File: config.mk
export PLATFORM = sky130hd
export DESIGN_NAME = ws2812_frame_tx
export DESIGN_NICKNAME = d
export VERILOG_FILES = /design/src/rtl/ws2812_frame_tx.sv
export SDC_FILE = /design/constraint.sdc
export NUM_CORES = 1
export LEC_CHECK = 0
export BUFFER_PORTS_ARGS = -buffer_cell sky130_fd_sc_hd__buf_4
export CAP_MARGIN = 10
export CORE_MARGIN = 2
export CORE_UTILIZATION = 37
export CTS_BUF_LIST = sky130_fd_sc_hd__clkbuf_2 sky130_fd_sc_hd__clkbuf_4 sky130_fd_sc_hd__clkbuf_8
export CTS_CLUSTER_SIZE = 14
export DETAILED_ROUTE_END_ITERATION = 12
export PLACE_DENSITY_LB_ADDON = 0.3
export SETUP_SLACK_MARGIN = 0.15
export SKIP_LAST_GASP = 1
export SYNTH_ARGS = -nofsm -noshare
export SYNTH_HDL_FRONTEND = slang
export SYNTH_SLANG_ARGS = --single-unit
File: constraint.sdc
create_clock -name clk -period 12.1 [get_ports clk]
set_input_delay 3.63 -clock clk [delete_from_list [all_inputs] [get_ports clk]]
set_output_delay 3.63 -clock clk [all_outputs]
set_load 0.02 [all_outputs]
File: src/rtl/ws2812_frame_tx.sv
// ws2812_frame_tx: FIFO-buffered WS2812B pixel serialiser, MSB first, with a latch low period closing each frame.
module ws2812_frame_tx #(
    parameter int COLOR_BITS   = 24,
    parameter int DEPTH        = 8,
    parameter int BIT_CYCLES   = 50,
    parameter int T0H_CYCLES   = 16,
    parameter int T1H_CYCLES   = 32,
    parameter int LATCH_CYCLES = 2400
) (
    input  logic                  clk,
    input  logic                  reset,
    input  logic                  pix_valid,
    input  logic [COLOR_BITS-1:0] pix_data,
    input  logic                  pix_last,
    output logic                  pix_ready,
    output logic                  dout,
    output logic                  busy,
    output logic                  frame_done,
    output logic                  underrun
);
    localparam int AW = $clog2(DEPTH);
    localparam int CW = $clog2(BIT_CYCLES > LATCH_CYCLES ? BIT_CYCLES : LATCH_CYCLES);
    localparam int BW = $clog2(COLOR_BITS);

    typedef enum logic [2:0] {IDLE, LOAD, HIGH, LOW, LATCH} state_t;

    state_t state, state_n;
    logic [COLOR_BITS:0] mem [DEPTH];
    logic [COLOR_BITS:0] head;
    logic [AW:0] wr_ptr, rd_ptr;
    logic [COLOR_BITS-1:0] shreg, shreg_n;
    logic last_flag, last_flag_n;
    logic [BW-1:0] bit_idx, bit_idx_n;
    logic [CW-1:0] cyc, cyc_n, th;
    logic rdy_en, empty, full, push, pop, bit_end, last_bit;

    assign empty     = wr_ptr == rd_ptr;
    assign full      = (wr_ptr[AW] != rd_ptr[AW]) && (wr_ptr[AW-1:0] == rd_ptr[AW-1:0]);
    assign pix_ready = rdy_en & ~full;
    assign push      = pix_valid & pix_ready;
    assign head      = mem[rd_ptr[AW-1:0]];
    assign busy      = state != IDLE;
    assign th        = shreg[COLOR_BITS-1] ? CW'(T1H_CYCLES - 1) : CW'(T0H_CYCLES - 1);
    assign bit_end   = cyc == CW'(BIT_CYCLES - 1);
    assign last_bit  = bit_idx == BW'(COLOR_BITS - 1);

    always_ff @(posedge clk)
        if (push)
            mem[wr_ptr[AW-1:0]] <= {pix_last, pix_data};

    // pix_ready is held low through reset and rises one cycle after it ends
    always_ff @(posedge clk) begin
        if (reset) begin
            wr_ptr <= '0;
            rd_ptr <= '0;
            rdy_en <= 1'b0;
        end else begin
            rdy_en <= 1'b1;
            if (push)
                wr_ptr <= wr_ptr + 1'b1;
            if (pop)
                rd_ptr <= rd_ptr + 1'b1;
        end
    end

    always_ff @(posedge clk) begin
        if (reset) begin
            state     <= IDLE;
            cyc       <= '0;
            bit_idx   <= '0;
            shreg     <= '0;
            last_flag <= 1'b0;
            dout      <= 1'b0;
        end else begin
            state     <= state_n;
            cyc       <= cyc_n;
            bit_idx   <= bit_idx_n;
            shreg     <= shreg_n;
            last_flag <= last_flag_n;
            dout      <= state_n == HIGH;
        end
    end

    // The final LOW cycle of a pixel pops the next one directly so pixels stay contiguous
    always_comb begin
        state_n     = state;
        cyc_n       = cyc;
        bit_idx_n   = bit_idx;
        shreg_n     = shreg;
        last_flag_n = last_flag;
        pop         = 1'b0;
        frame_done  = 1'b0;
        underrun    = 1'b0;
        case (state)
            IDLE: state_n = empty ? IDLE : LOAD;
            LOAD: begin
                pop                    = 1'b1;
                {last_flag_n, shreg_n} = head;
                bit_idx_n              = '0;
                cyc_n                  = '0;
                state_n                = HIGH;
            end
            HIGH: begin
                cyc_n   = cyc + 1'b1;
                state_n = cyc == th ? LOW : HIGH;
            end
            LOW: begin
                if (!bit_end) begin
                    cyc_n = cyc + 1'b1;
                end else if (!last_bit) begin
                    shreg_n   = shreg << 1;
                    bit_idx_n = bit_idx + 1'b1;
                    cyc_n     = '0;
                    state_n   = HIGH;
                end else if (last_flag) begin
                    cyc_n   = '0;
                    state_n = LATCH;
                end else if (!empty) begin
                    pop                    = 1'b1;
                    {last_flag_n, shreg_n} = head;
                    bit_idx_n              = '0;
                    cyc_n                  = '0;
                    state_n                = HIGH;
                end else begin
                    underrun = 1'b1;
                    cyc_n    = '0;
                    state_n  = LATCH;
                end
            end
            LATCH: begin
                frame_done = cyc == CW'(LATCH_CYCLES - 1);
                cyc_n      = frame_done ? '0 : cyc + 1'b1;
                state_n    = frame_done ? IDLE : LATCH;
            end
            default: state_n = IDLE;
        endcase
    end
endmodule

==> impl_metrics.env <==
export IMPL_outcome="finished, final reports clean"
export IMPL_hold_class="reg2reg"
export IMPL_synthCells=642
export IMPL_wl_met2_um=10450
export IMPL_maxCapViolations=0
export IMPL_h_tree_depth=2
export IMPL_top_layer="met4"
export IMPL_fp_dieArea_um2=29580
export IMPL_wl_per_cell_um=20.21
export IMPL_dieHeight_um=172.0
export IMPL_rows=61
export IMPL_cts_sinks=258
export IMPL_p_leak_nw=3.931
export IMPL_drt_iter0_drc=474
export IMPL_arrival_ns=2.34
export IMPL_yosysSeqAreaShare_pct=68.64
export IMPL_clkSlewWorstSetupHoldPaths_ns=0.06
export IMPL_final_common_cell="edfxtp_1"
export IMPL_clk_path_buf_depth=3
export IMPL_startpoint_type="register"
export IMPL_final_cell_mix="edfxtp_1 (200), dfxtp_1 (57), mux4_2 (50)"
export IMPL_multi_input_area_um2=3073
export IMPL_cts_tree="built"
export IMPL_post_cts_setup_buffers=0
export IMPL_timing_fmax_ghz=0.1675
export IMPL_via_count=5929
export IMPL_stdcell_area_um2=11940
export IMPL_ys_warn_count=0
export IMPL_num_antenna_cells=0
export IMPL_fin_crit_ns=5.971
export IMPL_hold_viol=0
export IMPL_final_antenna_net_count=0
export IMPL_criticalPathCategory="reg2out"
export IMPL_wl_met1_um=10030
export IMPL_io_buffers=32
export IMPL_route_detailed_drc=0
export IMPL_avgSynthCellArea_um2=16.26
export IMPL_grt_pass1_vias=6102
export IMPL_area_growth_pct=14.34
export IMPL_worst_skew_pair_late_latency_ns=0.57
export IMPL_rsz0062_at_grt="no"
export IMPL_grt_usage_pct=15.38
export IMPL_io_pins=33
export IMPL_viasPerCell=5.400
export IMPL_tns_ns=0
export IMPL_grt_max_degree=54
export IMPL_n_fill_cell=2494
export IMPL_drive_gt1_share_pct=27.64
export IMPL_synth_seq_cells=258
export IMPL_slew_viol_final=0
export IMPL_core_area_um2=27780
export IMPL_grt_antenna_before_repair=0
export IMPL_synth_edf_count=200
export IMPL_ctsResizeCount=0
export IMPL_synthArstFlopShare_pct=0
export IMPL_postPlaceCellArea_um2=11080
export IMPL_grt_pass1_wl_um=34330
export IMPL_start_util_pct=37.58
export IMPL_dp_cells=1022
export IMPL_fin_util_pct=42.97
export IMPL_root_buffer="clkbuf_8"
export IMPL_syn_num_nets=675
export IMPL_cp_end_kind="primary output"
export IMPL_seqCellArea_um2=7171
export IMPL_grt_overflow=0
export IMPL_synth_ff_type="edfxtp_1"
export IMPL_cts_hold_buffers_added=0
export IMPL_wl_um=22190
export IMPL_numCtsBuffers=42
export IMPL_required_ns=8.47
export IMPL_fin_cells=1098
export IMPL_p_total_mw=2.127
export IMPL_die_width_um=172.0
export IMPL_ir_worst_vdd_v=0.0001082
export IMPL_tightest_slew_ns=1.055
export IMPL_fin_skew_ns=0.04103
export IMPL_gp_congestion=0.8174
export IMPL_dp_hpwl_um=12320
export IMPL_finalSetupViolCount=0
export IMPL_layout_nets=721
export IMPL_synth_area_um2=10440
export IMPL_powerDensity_nw_per_um2=178.1
export IMPL_finalCritPeriodShare_pct=49.35
export IMPL_first_pass_iters=4
export IMPL_synthDistinctLibCells=56
export IMPL_slew_headroom_pct=29.53
export IMPL_path_max_fanout=6
export IMPL_dr_wl_met3_um=1203
-- worst paths after layout --
path,from,end,slack [ns],cells past startpoint
hold / removal,shreg[21]$_SDFFE_PP0P_,shreg[21]$_SDFFE_PP0P_,0.48,2
setup / recovery,cyc[0]$_SDFFE_PP0P_,underrun,6.13,6
setup reg to reg,bit_idx[0]$_SDFFE_PP0P_,shreg[15]$_SDFFE_PP0P_,8.94,6
hold reg to reg,shreg[21]$_SDFFE_PP0P_,shreg[21]$_SDFFE_PP0P_,0.48,2
-- layer usage --
| metal | vias up | track usage, % |
|---|---|---|
| li1 | 2700 | - |
| met1 | 3046 | 20.54 |
| met2 | 148 | 24.71 |
| met3 | 35 | 3.388 |
| met4 | 0 | 5.882 |
| met5 | - | 0 |
-- final cells by class --
type	instances	share of cell area (%)
clock buffer	70	6.812
clock inverter	6	0.4087
multi-input combinational	335	25.74
timing repair buffer	45	2.830
tap	378	3.961
sequential	258	60.06
inverter	6	0.1886
-- cell families after synthesis --
logic type	share of synthesized area, %
AOI/OAI and AO/OA	7.166
xor gates and xnor gates	0.9228
adders and majority gates	0.5992
buffers and inverters	2.253
DFF	68.64
muxes	11.38
and+or+nand+nor	9.035
-- Yosys cell counts (all sizes together), types with 2 or more instances --
library cell	n	area share, %
and4	4	0.34
ha	5	0.60
a31o	2	0.17
a21o	2	0.14
xor2	9	0.75
nor4	4	0.24
nor2b	2	0.12
edfxtp	200	58
mux2	2	0.22
o21ai	5	0.24
a2bb2oi	2	0.17
and2	4	0.24
nand3	15	0.72
mux4	50	11
a31oi	8	0.48
nand3b	3	0.22
dfxtp	58	11
o41ai	22	2.9
a41o	2	0.19
o41a	2	0.22
inv	5	0.18
a21oi	9	0.43
nor3	10	0.53
o211ai	4	0.29
nand4	33	2.0
xnor2	2	0.17
nand2b	5	0.30
clkbuf	21	0.75
mux2i	4	0.38
or3	11	0.66
o22ai	23	1.4
and3	3	0.18
nor3b	2	0.14
nand2	28	1.0
o31ai	2	0.14
nor2	43	1.5
buf	22	1.3
-- report_power, final --
part | internal (mW) | switching (mW) | total (mW) | leakage [nW]
logic | 0.147 | 0.163 | 0.310 | 1.19
registers | 0.998 | 0.0610 | 1.06 | 2.28
clock network | 0.425 | 0.333 | 0.758 | 0.464
total | 1.57 | 0.557 | 2.13 | 3.93
-- through the flow --
step,worst slack [ns],hold slack [ns]
after floorplan,5.450,0.4465
after global placement,6.170,0.4551
after detailed placement,6.109,0.4717
after CTS,6.129,0.4793
after global routing,5.958,0.5097
final,6.129,0.4796
-- sequential cells by signal, indices dropped and copies added, names as in the netlist, named ones only --
name	cells
state	3
cyc	12
shreg	24
rd_ptr	4
last_flag	1
rdy_en	1
bit_idx	5
mem	200
dout	1
wr_ptr	4
-- critical path, cell delays in order (launching register included) --
cell and delay, ns:
dfxtp_1 0.42, ha_1 0.18, nor4b_4 0.29, nand4_1 0.32, nor2_1 0.20, and4b_1 0.24
buf_4 0.15
(Power assumes the default switching activity.)
